===== src/rtl/dds_sweep_ctrl.sv =====
// Chirp controller feeding dds_wrap: steps phase_inc_o from start_inc to stop_inc,
// holding each value for a programmable dwell, in single-shot or sawtooth mode.
module dds_sweep_ctrl #(
  parameter int PHASE_WIDTH = 14,
  parameter int DWELL_WIDTH = 16
) (
  input  logic                   clk_i,
  input  logic                   rstn_i,
  input  logic                   start_i,
  input  logic                   stop_i,
  input  logic                   mode_i,
  input  logic [PHASE_WIDTH-1:0] start_inc_i,
  input  logic [PHASE_WIDTH-1:0] stop_inc_i,
  input  logic [PHASE_WIDTH-1:0] step_i,
  input  logic [DWELL_WIDTH-1:0] dwell_i,
  output logic [PHASE_WIDTH-1:0] phase_inc_o,
  output logic                   en_o,
  output logic                   busy_o,
  output logic                   step_o,
  output logic                   done_o
);

  typedef enum logic [1:0] {S_IDLE, S_RUN, S_DONE} state_t;

  state_t                 state_q, state_d;
  logic [PHASE_WIDTH-1:0] phase_q, phase_d;
  logic [PHASE_WIDTH-1:0] start_q, start_d;
  logic [PHASE_WIDTH-1:0] stop_q, stop_d;
  logic [PHASE_WIDTH-1:0] stepv_q, stepv_d;
  logic [DWELL_WIDTH-1:0] dwell_q, dwell_d;
  logic [DWELL_WIDTH-1:0] cnt_q, cnt_d;
  logic                   mode_q, mode_d;
  logic                   en_q, en_d;
  logic                   busy_q, busy_d;
  logic                   step_q, step_d;
  logic                   done_q, done_d;

  // One extra bit so the last step near the top of the range clamps instead of wrapping.
  logic [PHASE_WIDTH:0]   sum;
  logic                   dwell_end;
  logic                   at_stop;

  assign sum       = {1'b0, phase_q} + {1'b0, stepv_q};
  assign dwell_end = (cnt_q == dwell_q - DWELL_WIDTH'(1));
  assign at_stop   = (phase_q >= stop_q);

  always_comb begin
    state_d = state_q;
    phase_d = phase_q;
    start_d = start_q;
    stop_d  = stop_q;
    stepv_d = stepv_q;
    dwell_d = dwell_q;
    cnt_d   = cnt_q;
    mode_d  = mode_q;
    en_d    = en_q;
    busy_d  = busy_q;
    step_d  = 1'b0;
    done_d  = 1'b0;
    unique case (state_q)
      S_IDLE: begin
        en_d   = 1'b0;
        busy_d = 1'b0;
        if (start_i && !stop_i) begin
          start_d = start_inc_i;
          stop_d  = stop_inc_i;
          stepv_d = step_i;
          dwell_d = (dwell_i == '0) ? DWELL_WIDTH'(1) : dwell_i;
          mode_d  = mode_i;
          phase_d = start_inc_i;
          cnt_d   = '0;
          en_d    = 1'b1;
          busy_d  = 1'b1;
          step_d  = 1'b1;
          state_d = S_RUN;
        end
      end
      S_RUN: begin
        if (stop_i) begin
          en_d    = 1'b0;
          busy_d  = 1'b0;
          state_d = S_IDLE;
        end else if (dwell_end) begin
          cnt_d = '0;
          if (at_stop && !mode_q) begin
            en_d    = 1'b0;
            busy_d  = 1'b0;
            done_d  = 1'b1;
            state_d = S_DONE;
          end else if (at_stop) begin
            phase_d = start_q;
            step_d  = 1'b1;
          end else begin
            phase_d = (sum >= {1'b0, stop_q}) ? stop_q : sum[PHASE_WIDTH-1:0];
            step_d  = 1'b1;
          end
        end else begin
          cnt_d = cnt_q + DWELL_WIDTH'(1);
        end
      end
      S_DONE: begin
        en_d    = 1'b0;
        busy_d  = 1'b0;
        state_d = S_IDLE;
      end
      default: state_d = S_IDLE;
    endcase
  end

  always_ff @(posedge clk_i or negedge rstn_i) begin
    if (!rstn_i) begin
      state_q <= S_IDLE;
      phase_q <= '0;
      start_q <= '0;
      stop_q  <= '0;
      stepv_q <= '0;
      dwell_q <= '0;
      cnt_q   <= '0;
      mode_q  <= 1'b0;
      en_q    <= 1'b0;
      busy_q  <= 1'b0;
      step_q  <= 1'b0;
      done_q  <= 1'b0;
    end else begin
      state_q <= state_d;
      phase_q <= phase_d;
      start_q <= start_d;
      stop_q  <= stop_d;
      stepv_q <= stepv_d;
      dwell_q <= dwell_d;
      cnt_q   <= cnt_d;
      mode_q  <= mode_d;
      en_q    <= en_d;
      busy_q  <= busy_d;
      step_q  <= step_d;
      done_q  <= done_d;
    end
  end

  assign phase_inc_o = phase_q;
  assign en_o        = en_q;
  assign busy_o      = busy_q;
  assign step_o      = step_q;
  assign done_o      = done_q;

endmodule


===== config.mk =====
export PLATFORM = sky130hd
export DESIGN_NAME = dds_sweep_ctrl
export DESIGN_NICKNAME = d
export VERILOG_FILES = /design/src/rtl/dds_sweep_ctrl.sv
export SDC_FILE = /design/constraint.sdc
export NUM_CORES = 1
export LEC_CHECK = 0
export BUFFER_PORTS_ARGS = -buffer_cell sky130_fd_sc_hd__clkbuf_2
export CAP_MARGIN = 20
export CORE_MARGIN = 3
export CORE_UTILIZATION = 65
export CTS_BUF_LIST = sky130_fd_sc_hd__clkbuf_8
export CTS_CLUSTER_DIAMETER = 150
export DETAILED_ROUTE_END_ITERATION = 6
export PLACE_DENSITY = 0.88
export SLEW_MARGIN = 20
export SYNTH_ARGS = -nofsm -noshare
export SYNTH_HDL_FRONTEND = slang
export SYNTH_SLANG_ARGS = --single-unit
export TNS_END_PERCENT = 100

===== constraint.sdc =====
create_clock -name clk_i -period 7.5 [get_ports clk_i]
set_input_delay 0.75 -clock clk_i [delete_from_list [all_inputs] [get_ports clk_i]]
set_output_delay 0.75 -clock clk_i [all_outputs]
set_load 0.005 [all_outputs]

==> impl_metrics.tcl <==
set metrics [dict create \
    status "finished clean" \
    vias 5347 \
    synth_seq_area_share 0.3756 \
    clk_path_buf_depth 2 \
    diodes 0 \
    slew_headroom 0.3155 \
    dieArea_sq_mm 0.01085 \
    core_area_sq_mm 0.009284 \
    first_global_vias 5445 \
    clock_sinks 94 \
    hold_buffers 0 \
    cts-htree-levels 3 \
    port_buffers 80 \
    track_usage 0.3032 \
    start_util 0.6745 \
    synth_edf_count 0 \
    internal-power_mw 1.893 \
    use_met2 0.5404 \
    syn_avg_cell_area_sq_um 9.800 \
    fin_ws_ns 3.084 \
    final_cell_mix "dfrtp_1, clkbuf_2, mux2_2, ha_1, nor2_1" \
    ant_nets 0 \
    clock-root-buffer "clkbuf_8" \
    worstMarginPinSlew_ns 1.026 \
    die_h_um 104.2 \
    gp_congestion 0.9307 \
    cts_resized 0 \
    power_switching_mw 1.746 \
    setup_viol 0 \
    dp_slack_ns 3.155 \
    end_kind "flip-flop" \
    ys_ff_latch 94 \
    peakVddDrop_uv 338.3 \
    routed_wl_um 16260 \
    grt_max_degree 53 \
    min-delay-path-class "input pin to asynchronous set/reset pin" \
    fillCellCount 709 \
    clkTransAtPathRegs_ns 0.10 \
    max_freq_ghz 0.2265 \
    viasPerCell 6.396 \
    area_delta_synth_final_pct 10.57 \
    reg2reg_from "phase_inc_o[0]$_DFFE_PN0P_" \
    rsz0062_at_grt "no" \
    fin_nets 813 \
    ys.warnings.count 0 \
    first_pass_iters 5 \
    seqPwrFrac 0.258 \
    rrSetupSlack_ns 3.08 \
    period_needed_ns 4.416 \
    dpl.hpwl_um 12310 \
    slew_violations 0 \
    worst_clock_skew_ns 0.01485 \
    p_comb_frac 0.654 \
    cts_tree "yes" \
    cp_max_fo 11 \
    min_period_over_period 0.5887 \
    post-cts-setup-buffers 0 \
    final_common_cell "dfrtp_1" \
    synth_nets 750 \
    fp-row-count 35 \
    crit_type "flip-flop to flip-flop" \
    route.detailed.drc 0 \
    cp-start-kind "flip-flop" \
    die_x_um 104.2 \
    met1_usage 0.3717 \
    avgRoutedWirePerCell_um 19.44 \
    reg2regPathDepth 16 \
    first_iter_violations 336 \
    drive_above_1_share 0.2603 \
    switching_share 0.4798 \
    tns_ns 0 \
    r2r-end "phase_inc_o[8]$_DFFE_PN0P_" \
    netlist_area_sq_mm 0.006262 \
    cp.required_ns 7.78 \
    clkLatencyLatePin_ns 0.37 \
    grtUsageMet3 0.03662 \
    hold_viol 0 \
    synth_cell_type_count 63 \
    grt.overflow.total 0 \
    synth-async-reset-ratio 1.000 \
    postSynthCellCount 639 \
    antenna_found_initial 0 \
    numCtsBuffers 9 \
    dominantRegCellSynth "dfrtp_1" \
    clock_power_share 0.089 \
    grt_pass1_wl_um 26830 \
    cellPowerDensity_mw_per_mm2 525.5 \
    worstPathArrival_ns 4.70 \
    pin_count 81 \
    grt_busiest_layer "met2" \
    power_leakage_nw 3.230 \
    cap_violations 0 \
]
[registers in the layout (all words and copies together), names as in the netlist]
name	count
phase_inc_o	14
start_q	14
busy_o	1
mode_q	1
step_o	1
done_o	1
dwell_q	16
stepv_q	14
cnt_q	16
stop_q	14
state_q	2
[synthesized netlist by cell type, drive strengths merged, types with 5 or more instances]
library cell,count,share of area
or4,8,0.0096
a211o,5,0.0070
buf,6,0.0052
nor3,8,0.0064
a21o,16,0.019
nand2b,9,0.0090
clkbuf,27,0.016
o31ai,13,0.016
o22a,5,0.0070
nand2,34,0.020
nor2,43,0.026
nand4,12,0.013
o211ai,6,0.0072
or2,6,0.0060
nand3,25,0.020
a211oi,7,0.010
a31o,12,0.017
xor2,19,0.027
and3,5,0.0050
o21ai,26,0.021
xnor2,21,0.029
a21oi,28,0.022
inv,33,0.020
dfrtp,94,0.38
mux2,59,0.11
nor4,8,0.0080
a31oi,6,0.0060
ha,47,0.094
[area by class of cell]
type	instances	area (sq um)	area share
Clock buffer	9	123.9	0.01789
Clock inverter	7	60.06	0.008674
Inverter	34	127.6	0.01843
Multi-Input combinational cell	478	3659	0.5284
Sequential cell	94	2352	0.3397
Tap cell	129	161.4	0.02331
Timing Repair Buffer	85	440.4	0.06361
[critical path, cell delays in order (launching register included)]
cell and delay [ns]:
dfrtp_1 0.42, ha_1 0.24, inv_1 0.08, fa_1 0.21, nor2b_1 0.07, o31a_1 0.29, o41a_1 0.43, a31oi_1 0.34
o41ai_1 0.13, or2_2 0.31, ha_1 0.30, a21o_1 0.20, a2111oi_2 0.48, buf_4 0.28, nand3_1 0.12, a31o_2 0.26
o211ai_1 0.16
[power by group through the flow]
stage                     Combinational (mW)  Clock, mW  Sequential, mW
after floorplan                         1.78          0           0.844
after global placement                  2.27          0           0.924
after detailed placement                2.32          0           0.941
after CTS                               2.34      0.325           0.930
after global routing                    2.63      0.344           0.964
final                                   2.38      0.322           0.938
[stage by stage]
stage,hold WS [ns],total power [mW],area (sq um),cells,utilization
2_1_floorplan,0.4544,2.629,6262,639,-
3_3_place_gp,0.4925,3.191,6740,820,0.7260
5_1_grt,0.4004,3.935,6924,836,0.7458
3_5_place_dp,0.4953,3.262,6740,820,0.7260
6_report,0.3622,3.639,6924,836,0.7458
4_1_cts,0.3757,3.596,6924,836,0.7458
[kinds of logic (layout without fill, tap and decap cells)]
family / after synthesis / in the layout / synth area share
and+or+nand+nor: 172 / 172 / 0.1395
AOI/OAI and AO/OA: 158 / 158 / 0.1822
muxes: 60 / 60 / 0.1077
DFF: 94 / 94 / 0.3756
xor gates and xnor gates: 40 / 40 / 0.05594
buffers and inverters: 67 / 135 / 0.04196
adders and majority gates: 48 / 48 / 0.09710
[layer usage]
layer,part of all wire,vias to the layer above
li1,-,2489
met1,0.40,2583
met2,0.51,227
met3,0.055,48
met4,0.031,0
met5,0,-
[how the worst max path moves through the flow]
stage,start,to
6_report,phase_inc_o[0]$_DFFE_PN0P_,phase_inc_o[8]$_DFFE_PN0P_
5_1_grt,phase_inc_o[1]$_DFFE_PN0P_,phase_inc_o[8]$_DFFE_PN0P_
4_1_cts,phase_inc_o[0]$_DFFE_PN0P_,phase_inc_o[8]$_DFFE_PN0P_
3_5_place_dp,phase_inc_o[0]$_DFFE_PN0P_,phase_inc_o[8]$_DFFE_PN0P_
3_3_place_gp,phase_inc_o[0]$_DFFE_PN0P_,phase_inc_o[13]$_DFFE_PN0P_
2_1_floorplan,phase_inc_o[0]$_DFFE_PN0P_,phase_inc_o[10]$_DFFE_PN0P_
No activity file was read; power rests on OpenSTA's default activity.
